<file path="src/rtl/package_sorter_pkg.sv">
`default_nettype none
// ============================================================================
// Module   : package_sorter_pkg
// Purpose  : Shared widths, weight-group boundaries and helpers for the
//            package sorter (top level and weight classifier).
// Contents : WEIGHT_W / COUNT_W / GRP_W widths, inclusive upper bounds of
//            groups 1..5, group encoding type, saturating increment.
// Revision : 1.0 - initial release
// ============================================================================
package package_sorter_pkg;

  localparam int WEIGHT_W  = 12;
  localparam int COUNT_W   = 8;
  localparam int GRP_W     = 3;
  localparam int NUM_GRPS  = 6;

  // Inclusive upper bound of each weight group; group 6 runs to full scale.
  localparam logic [WEIGHT_W-1:0] GRP1_MAX = 12'd200;
  localparam logic [WEIGHT_W-1:0] GRP2_MAX = 12'd500;
  localparam logic [WEIGHT_W-1:0] GRP3_MAX = 12'd800;
  localparam logic [WEIGHT_W-1:0] GRP4_MAX = 12'd1000;
  localparam logic [WEIGHT_W-1:0] GRP5_MAX = 12'd2000;

  localparam logic [COUNT_W-1:0]  COUNT_MAX = {COUNT_W{1'b1}};

  typedef logic [GRP_W-1:0] grp_t;

  localparam grp_t GRP_EMPTY = 3'd0;

  // Increment that sticks at full scale instead of wrapping.
  function automatic logic [COUNT_W-1:0] sat_inc(input logic [COUNT_W-1:0] v);
    return (v == COUNT_MAX) ? v : v + {{(COUNT_W-1){1'b0}}, 1'b1};
  endfunction

endpackage
`default_nettype wire

</file>
<file path="src/rtl/package_sorter_classifier.sv">
`default_nettype none
// ============================================================================
// Module   : weight_classifier
// Purpose  : Purely combinational mapping of a scale reading to its weight
//            group (0 = scale empty, 1..6 = weight bands).
// Ports    : weight - unsigned scale reading
//            grp    - group number of that reading
// Revision : 1.0 - initial release
// ============================================================================
module weight_classifier
  import package_sorter_pkg::*;
(
  input  logic [WEIGHT_W-1:0] weight,
  output logic [GRP_W-1:0]    grp
);

  always_comb begin
    grp = GRP_EMPTY;
    if (weight == '0)
      grp = GRP_EMPTY;
    else if (weight <= GRP1_MAX)
      grp = 3'd1;
    else if (weight <= GRP2_MAX)
      grp = 3'd2;
    else if (weight <= GRP3_MAX)
      grp = 3'd3;
    else if (weight <= GRP4_MAX)
      grp = 3'd4;
    else if (weight <= GRP5_MAX)
      grp = 3'd5;
    else
      grp = 3'd6;
  end

endmodule
`default_nettype wire

</file>
<file path="src/rtl/package_sorter.sv">
`default_nettype none
// ============================================================================
// Module   : package_sorter
// Purpose  : Counts packages per weight group. A package is counted once,
//            on the first edge it is seen after the scale has been empty;
//            the group of the current reading is registered for display.
// Ports    : CLK        - rising-edge clock
//            weight     - scale reading, 0 = no package
//            Reset      - asynchronous active-high reset
//            grp1..grp6 - saturating package count per group
//            currentGrp - registered group of the current reading
// Revision : 1.0 - initial release
// ============================================================================
module package_sorter
  import package_sorter_pkg::*;
(
  input  logic                CLK,
  input  logic [WEIGHT_W-1:0] weight,
  input  logic                Reset,
  output logic [COUNT_W-1:0]  grp1,
  output logic [COUNT_W-1:0]  grp2,
  output logic [COUNT_W-1:0]  grp3,
  output logic [COUNT_W-1:0]  grp4,
  output logic [COUNT_W-1:0]  grp5,
  output logic [COUNT_W-1:0]  grp6,
  output logic [GRP_W-1:0]    currentGrp
);

  logic [GRP_W-1:0]                  w_grp;
  logic                              w_empty;
  logic                              w_count_en;
  logic                              r_armed;
  logic [GRP_W-1:0]                  r_cur_grp;
  logic [NUM_GRPS:1][COUNT_W-1:0]    w_cnts;

  weight_classifier u_classifier (
    .weight (weight),
    .grp    (w_grp)
  );

  assign w_empty    = (weight == '0);
  // A nonzero reading only counts when the scale went empty since the last
  // counted package; this makes a package resting on the scale count once.
  assign w_count_en = !w_empty && r_armed;

  always_ff @(posedge CLK or posedge Reset) begin
    if (Reset) begin
      r_armed   <= 1'b1;
      r_cur_grp <= GRP_EMPTY;
    end else begin
      r_cur_grp <= w_grp;
      if (w_empty)
        r_armed <= 1'b1;
      else if (r_armed)
        r_armed <= 1'b0;
    end
  end

  // One counter per group; only the counter matching the classification of
  // a newly arrived package moves, so at most one changes per cycle.
  for (genvar i = 1; i <= NUM_GRPS; i++) begin : g_cnt
    logic [COUNT_W-1:0] r_cnt;

    always_ff @(posedge CLK or posedge Reset) begin
      if (Reset)
        r_cnt <= '0;
      else if (w_count_en && (w_grp == GRP_W'(i)))
        r_cnt <= sat_inc(r_cnt);
    end

    assign w_cnts[i] = r_cnt;
  end

  assign grp1       = w_cnts[1];
  assign grp2       = w_cnts[2];
  assign grp3       = w_cnts[3];
  assign grp4       = w_cnts[4];
  assign grp5       = w_cnts[5];
  assign grp6       = w_cnts[6];
  assign currentGrp = r_cur_grp;

endmodule
`default_nettype wire

</file>
<file path="config.mk">
export PLATFORM = sky130hd
export DESIGN_NAME = package_sorter
export DESIGN_NICKNAME = d
export VERILOG_FILES = /design/src/rtl/package_sorter_pkg.sv /design/src/rtl/package_sorter_classifier.sv /design/src/rtl/package_sorter.sv
export SDC_FILE = /design/constraint.sdc
export NUM_CORES = 1
export LEC_CHECK = 0
export ABC_AREA = 1
export CAP_MARGIN = 10
export CORE_MARGIN = 2
export CORE_UTILIZATION = 50
export DETAILED_ROUTE_END_ITERATION = 8
export PLACE_DENSITY = 0.79
export SLEW_MARGIN = 20
export SYNTH_ARGS = -nofsm -noshare
export SYNTH_HDL_FRONTEND = slang
export SYNTH_SLANG_ARGS = --single-unit
</file>
<file path="constraint.sdc">
create_clock -name CLK -period 2.2 [get_ports CLK]
set_input_delay 0.44 -clock CLK [delete_from_list [all_inputs] [get_ports CLK]]
set_output_delay 0.44 -clock CLK [all_outputs]
set_load 0.03 [all_outputs]
</file>
Yosys cells after proc, flatten, opt, wreduce, memory -nomap -nowiden

Index checks and enable logic that the tools add are counted.

Register bits after elaboration: 52
Bits of input ports: 14

Reduce and logical (&&, ||, !) cells: 15
Bitwise operators: 6
$lt $le $gt $ge: 5
Mux-type cells: 7
Add/subtract/negate cells: 6
Eq/ne operators: 12

Operators with widths:

| cell                 | count |
|---|---|
| $add 8x1->8 const B  | 6 |
| $eq 8x8->1 const B   | 6 |
| $le 12x10->1 const B | 2 |
| $mux 3               | 5 |
| $le 12x11->1 const B | 1 |
| $le 12x8->1 const B  | 1 |
| $le 12x9->1 const B  | 1 |
| $logic_not 12->1     | 1 |
| $reduce_and 2->1     | 6 |
| $eq 3x3->1 const B   | 3 |
| $logic_and 1x1->1    | 7 |
| $eq 3x2->1 const B   | 2 |
| $not 1->1            | 6 |
| $eq 3x1->1 const B   | 1 |
| $mux 2               | 1 |
| $logic_not 1->1      | 1 |
| $mux 1               | 1 |

Logic depth before layout (Yosys ltp)

Depth in word-level cells: 10
Depth in mapped cells: 14
Gate-level depth less buffers: 13

Modules after synthesis

From an unflattened synthesis, not the netlist that was laid out.

Cell total of the unflattened synthesis: 503
Area total of the unflattened synthesis: 3,557.2 sq um

Modules (own cells, without submodules):

| module            | times used | area each (sq um) | cells each |
|---|---|---|---|
| package_sorter    | 1          | 3,250.6           | 432 |
| weight_classifier | 1          | 306.5             | 71 |

Worst setup path after synthesis

Ideal clock, no wire load.

Path type: reg2reg
Start point: register g_cnt[3].r_cnt[0] (netlist: grp3[0])
End point: register g_cnt[3].r_cnt[2] (netlist: grp3[2])
Required time: 2.134 ns
Stages on the path, launching flop included: 9
Buffers on the path: 0
Arrival time: 1.757 ns
Slack: 0.378 ns
Library setup time: 0.066 ns
Path through: dfrtp_1 > ha_1 > nand2_1 > or3_1 > nor2_1 > nand2_1 > nand4_4 > nand2_1 > nand2_1

Cells in the longest elaborated chain, start to end: 3

RTL lines:

| what                                                | line                 | source |
|---|---|---|
| start, declared                                     | package_sorter.sv:62 | `logic [COUNT_W-1:0] r_cnt;` |
| start signal, assigned                              | package_sorter.sv:68 | `r_cnt <= sat_inc(r_cnt);` |
| branches (longest 3 deep; another with $add 8x1->8) | -                    |  |

Parallel ways; which one is timed is not known.
A chain may end at the register's enable or synchronous reset.

Final worst setup path

Start point: input port weight[10]
End point: register g_cnt[2].r_cnt[6] (netlist: grp2[6])

RTL lines:

| what                                | line                            | source |
|---|---|---|
| start, declared                     | package_sorter.sv:18            | `input logic [WEIGHT_W-1:0] weight,` |
| $le 12x10->1                        | package_sorter_classifier.sv:25 | `else if (weight <= GRP3_MAX)` |
| $mux 3                              | package_sorter_classifier.sv:25 |  |
| $mux 3                              | package_sorter_classifier.sv:23 | `else if (weight <= GRP2_MAX)` |
| $mux 3                              | package_sorter_classifier.sv:21 | `else if (weight <= GRP1_MAX)` |
| $mux 3 *                            | package_sorter_classifier.sv:19 | `if (weight == '0)` |
| via u_classifier.grp[2]             | package_sorter_classifier.sv:14 | `output logic [GRP_W-1:0] grp` |
| $eq 3x2->1 *                        | package_sorter.sv:67            | `else if (w_count_en && (w_grp == GRP_W'(i)))` |
| $logic_and 1x1->1 *                 | package_sorter.sv:67            |  |
| $reduce_and 2->1 (no source line) * | -                               |  |
| end signal, assigned                | package_sorter.sv:68            |  |
| end, declared                       | package_sorter.sv:62            |  |

The timed path passes the listed nets; every way through them passes the cells marked *.

==> flow_metrics.env <==
export IMPL_status="finished clean"
export IMPL_power_per_cell_area_nw_per_um2=426
export IMPL_critical_path_class="input port to register"
export IMPL_crit_path_start_kind="input port"
export IMPL_tritoncts_clock_tree="yes"
export IMPL_setup_viol=0
export IMPL_cpPeakStageDelay_ns=0.47
export IMPL_tightestPinTransition_ns=0.438
export IMPL_seq_area_um2=1300
export IMPL_final_antenna_net_count=0
export IMPL_reg2reg_setup_slack_ns=0.35
export IMPL_grt_setup_unrepaired="false"
export IMPL_dp_cells=502
export IMPL_cts_resized=0
export IMPL_hold_violations=0
export IMPL_layout_common_cells="77 x sky130_fd_sc_hd__nand2_1, 64 x sky130_fd_sc_hd__clkdlybuf4s50_1, 51 x sky130_fd_sc_hd__dfrtp_1"
export IMPL_hpwlAfterDp_um=4900
export IMPL_relSlewSlack=0.707
export IMPL_gr_usage_all_layers=0.214
export IMPL_synthTopCellsByArea="sky130_fd_sc_hd__dfrtp_1 43%, sky130_fd_sc_hd__nand2_1 9.6%, sky130_fd_sc_hd__xor2_1 6.1%, sky130_fd_sc_hd__nand3_1 5.3%, sky130_fd_sc_hd__xnor2_1 5.3%"
export IMPL_largest_net_degree_at_the_start_of_global_routing=25
export IMPL_gp_routability_congestion=0.794
export IMPL_crit_path_end_kind="register"
export IMPL_via_per_inst=5.02
export IMPL_total_power_mw=1.68
export IMPL_wl_met3_um=214
export IMPL_synth_seq_area_share=0.434
export IMPL_synth_top_cell_area_share=0.425
export IMPL_design_area_um2=3940
export IMPL_most_common_cell_after_layout_fill_and_taps_aside="sky130_fd_sc_hd__nand2_1"
export IMPL_initial_utilization=0.513
export IMPL_design_portCount=65
export IMPL_synthDistinctLibCells=35
export IMPL_grt_remaining_overflow=0
export IMPL_dieHeight_um=81.5
export IMPL_worstHoldPathType="input port to asynchronous set/reset pin"
export IMPL_final_setup_skew_ns=0.0141
export IMPL_iteration_count_of_the_initial_detailed_routing_pass=4
export IMPL_synthCells=348
export IMPL_synth_area_leader_cell="sky130_fd_sc_hd__dfrtp_1"
export IMPL_worst_path_max_fanout=15
export IMPL_finish_cell_count_without_fillers=510
export IMPL_max_freq_mhz=492
export IMPL_wirelength_met1_um=2830
export IMPL_top_layer="met4"
export IMPL_grt_pass1_vias=2535
export IMPL_drive_above_1_share=0.170
export IMPL_finish_net_count=454
export IMPL_wirelength_um=6280
export IMPL_drt_iter0_drc=88
export IMPL_critical_path_cell_chain="clkdlybuf4s50_1 > or2_1 > nor2_2 > nand3_2 > nand2_4 > inv_4 > nor2_4 > nand4_4 > nand2_1 > o21ai_2"
export IMPL_clkTransAtPathRegs_ns=0.11
export IMPL_max_clock_buf_depth=2
export IMPL_cts_root_buf="sky130_fd_sc_hd__clkbuf_8"
export IMPL_dr_wl_met2_um=3210
export IMPL_fillers=476
export IMPL_place_port_buffers=64
export IMPL_synth_area_um2=3000
export IMPL_cts_hold_repair_buffers=0
export IMPL_finalCriticalPeriod_ns=2.03
export IMPL_maxCapViolations=0
export IMPL_core_area_um2=5850
export IMPL_num_antenna_cells=0
export IMPL_routedWlPerCell_um=12.3
export IMPL_cp_arrival_ns=2.23
export IMPL_clock_insertion_delay_worst_skew_ns=0.30
export IMPL_aggregate_negative_setup_slack_ns=0
export IMPL_cts_sink_count=52
export IMPL_critical_path_required_ns=2.40
export IMPL_report_final_slew_viol_count=0
export IMPL_grt_pass1_wl_um=11200
export IMPL_cts_htree_levels=2
export IMPL_cp_slowest_cell="sky130_fd_sc_hd__clkdlybuf4s50_1"
export IMPL_remaining_drc_errors=0
export IMPL_row_count=28
export IMPL_multi_input_comb_area_um2=1540
export IMPL_placed_cell_area_um2=3840
export IMPL_static_leakage_power_nw=1.85
export IMPL_vias=2558
export IMPL_synth_nets=368
export IMPL_cts_made_buffers=5
export IMPL_ys_seq_elements=52
export IMPL_overall_die_width_um=81.5
export IMPL_syn_to_final_growth_pct=31.1
export IMPL_postCtsSetupBuffers=0
export IMPL_timing_final_crit_share=0.925
export IMPL_design_die_area_um2=6640
export IMPL_synthesis_area_per_instance_um2=8.63
export IMPL_antenna_found_initial=0
export IMPL_syn_warnings=0
export IMPL_vdd_ir_drop_max_uv=467
-- critical path, delay by kind of cell --
kind,cells,cell delay (ns)
simple gates,7,1.22
buf+inv,2,0.52
compound gates,1,0.06
-- stage by stage --
step	utilization	setup WS (ns)	hold slack (ns)
3_5_place_dp	0.657	-0.162	0.497
3_3_place_gp	0.657	-0.119	0.492
2_1_floorplan	-	0.378	0.664
4_1_cts	0.673	0.175	0.401
6_report	0.673	0.166	0.397
5_1_grt	0.673	0.0212	0.420
-- power by group --
group          leakage, nW  switching, mW  total, mW  internal (mW)
Sequential           0.688        0.00253      0.963          0.960
Combinational         1.11         0.0894      0.149         0.0593
Clock               0.0491          0.331      0.566          0.235
-- registers in the layout (all words and copies together) (netlist names) --
signal      cells
currentGrp      3
grp1            8
grp2            8
grp3            8
grp4            8
grp5            8
grp6            8
r_armed         1
-- cells by family after synthesis --
family                   share of synthesized area
AND/OR/NAND/NOR                              0.337
XOR/XNOR                                     0.114
adder cells (fa/ha/maj)                     0.0250
AO/OA/AOI/OAI                               0.0358
buffers and inverters                       0.0546
flip-flops                                   0.434
-- path summary, 6_finish.rpt --
| kind | start | endpoint | cells past startpoint |
|---|---|---|---|
| max in group asynchronous | Reset | currentGrp[0]$_DFF_PP0_ | 3 |
| hold / removal | Reset | grp6[3]$_DFFE_PP0P_ | 2 |
| setup reg to reg | grp3[0]$_DFFE_PP0P_ | grp3[7]$_DFFE_PP0P_ | 8 |
| hold reg to reg | grp6[7]$_DFFE_PP0P_ | grp6[7]$_DFFE_PP0P_ | 1 |
| setup / recovery | weight[10] | grp2[6]$_DFFE_PP0P_ | 10 |
| min in group CLK | grp6[7]$_DFFE_PP0P_ | grp6[7]$_DFFE_PP0P_ | 1 |
-- layout make-up --
cell class,instances,share of cell area
clock inverters,3,0.00668
flip-flops and latches,52,0.331
well taps,75,0.0238
repair buffers,81,0.195
clock buffers,5,0.0175
multi-input cells,257,0.390
inverters,37,0.0359
-- cell usage after synthesis --
cell / n
sky130_fd_sc_hd__a21oi_1: 1
sky130_fd_sc_hd__a21oi_4: 1
sky130_fd_sc_hd__and2_4: 1
sky130_fd_sc_hd__and3_1: 1
sky130_fd_sc_hd__buf_6: 2
sky130_fd_sc_hd__clkinv_1: 1
sky130_fd_sc_hd__dfrtp_1: 51
sky130_fd_sc_hd__dfstp_2: 1
sky130_fd_sc_hd__ha_1: 6
sky130_fd_sc_hd__inv_1: 28
sky130_fd_sc_hd__inv_2: 7
sky130_fd_sc_hd__inv_4: 1
sky130_fd_sc_hd__nand2_1: 77
sky130_fd_sc_hd__nand2_2: 14
sky130_fd_sc_hd__nand2_4: 3
sky130_fd_sc_hd__nand2_8: 1
sky130_fd_sc_hd__nand3_1: 32
sky130_fd_sc_hd__nand3_2: 2
sky130_fd_sc_hd__nand3_4: 1
sky130_fd_sc_hd__nand3b_1: 3
sky130_fd_sc_hd__nand4_1: 11
sky130_fd_sc_hd__nand4_4: 2
sky130_fd_sc_hd__nor2_1: 33
sky130_fd_sc_hd__nor2_2: 5
sky130_fd_sc_hd__nor2_4: 2
sky130_fd_sc_hd__nor3_1: 6
sky130_fd_sc_hd__nor3b_1: 1
sky130_fd_sc_hd__nor4_1: 1
sky130_fd_sc_hd__o21ai_0: 4
sky130_fd_sc_hd__o21ai_1: 1
sky130_fd_sc_hd__o21ai_2: 7
sky130_fd_sc_hd__or2_1: 1
sky130_fd_sc_hd__or3_1: 1
sky130_fd_sc_hd__xnor2_1: 18
sky130_fd_sc_hd__xor2_1: 21
-- per-layer routing --
metal / vias to the layer above / GRT usage
li1: 1286 / -
met1: 1218 / 0.284
met2: 50 / 0.370
met3: 4 / 0.0429
met4: 0 / 0.0305
met5: - / 0
Power figures use the tool's default switching activity.
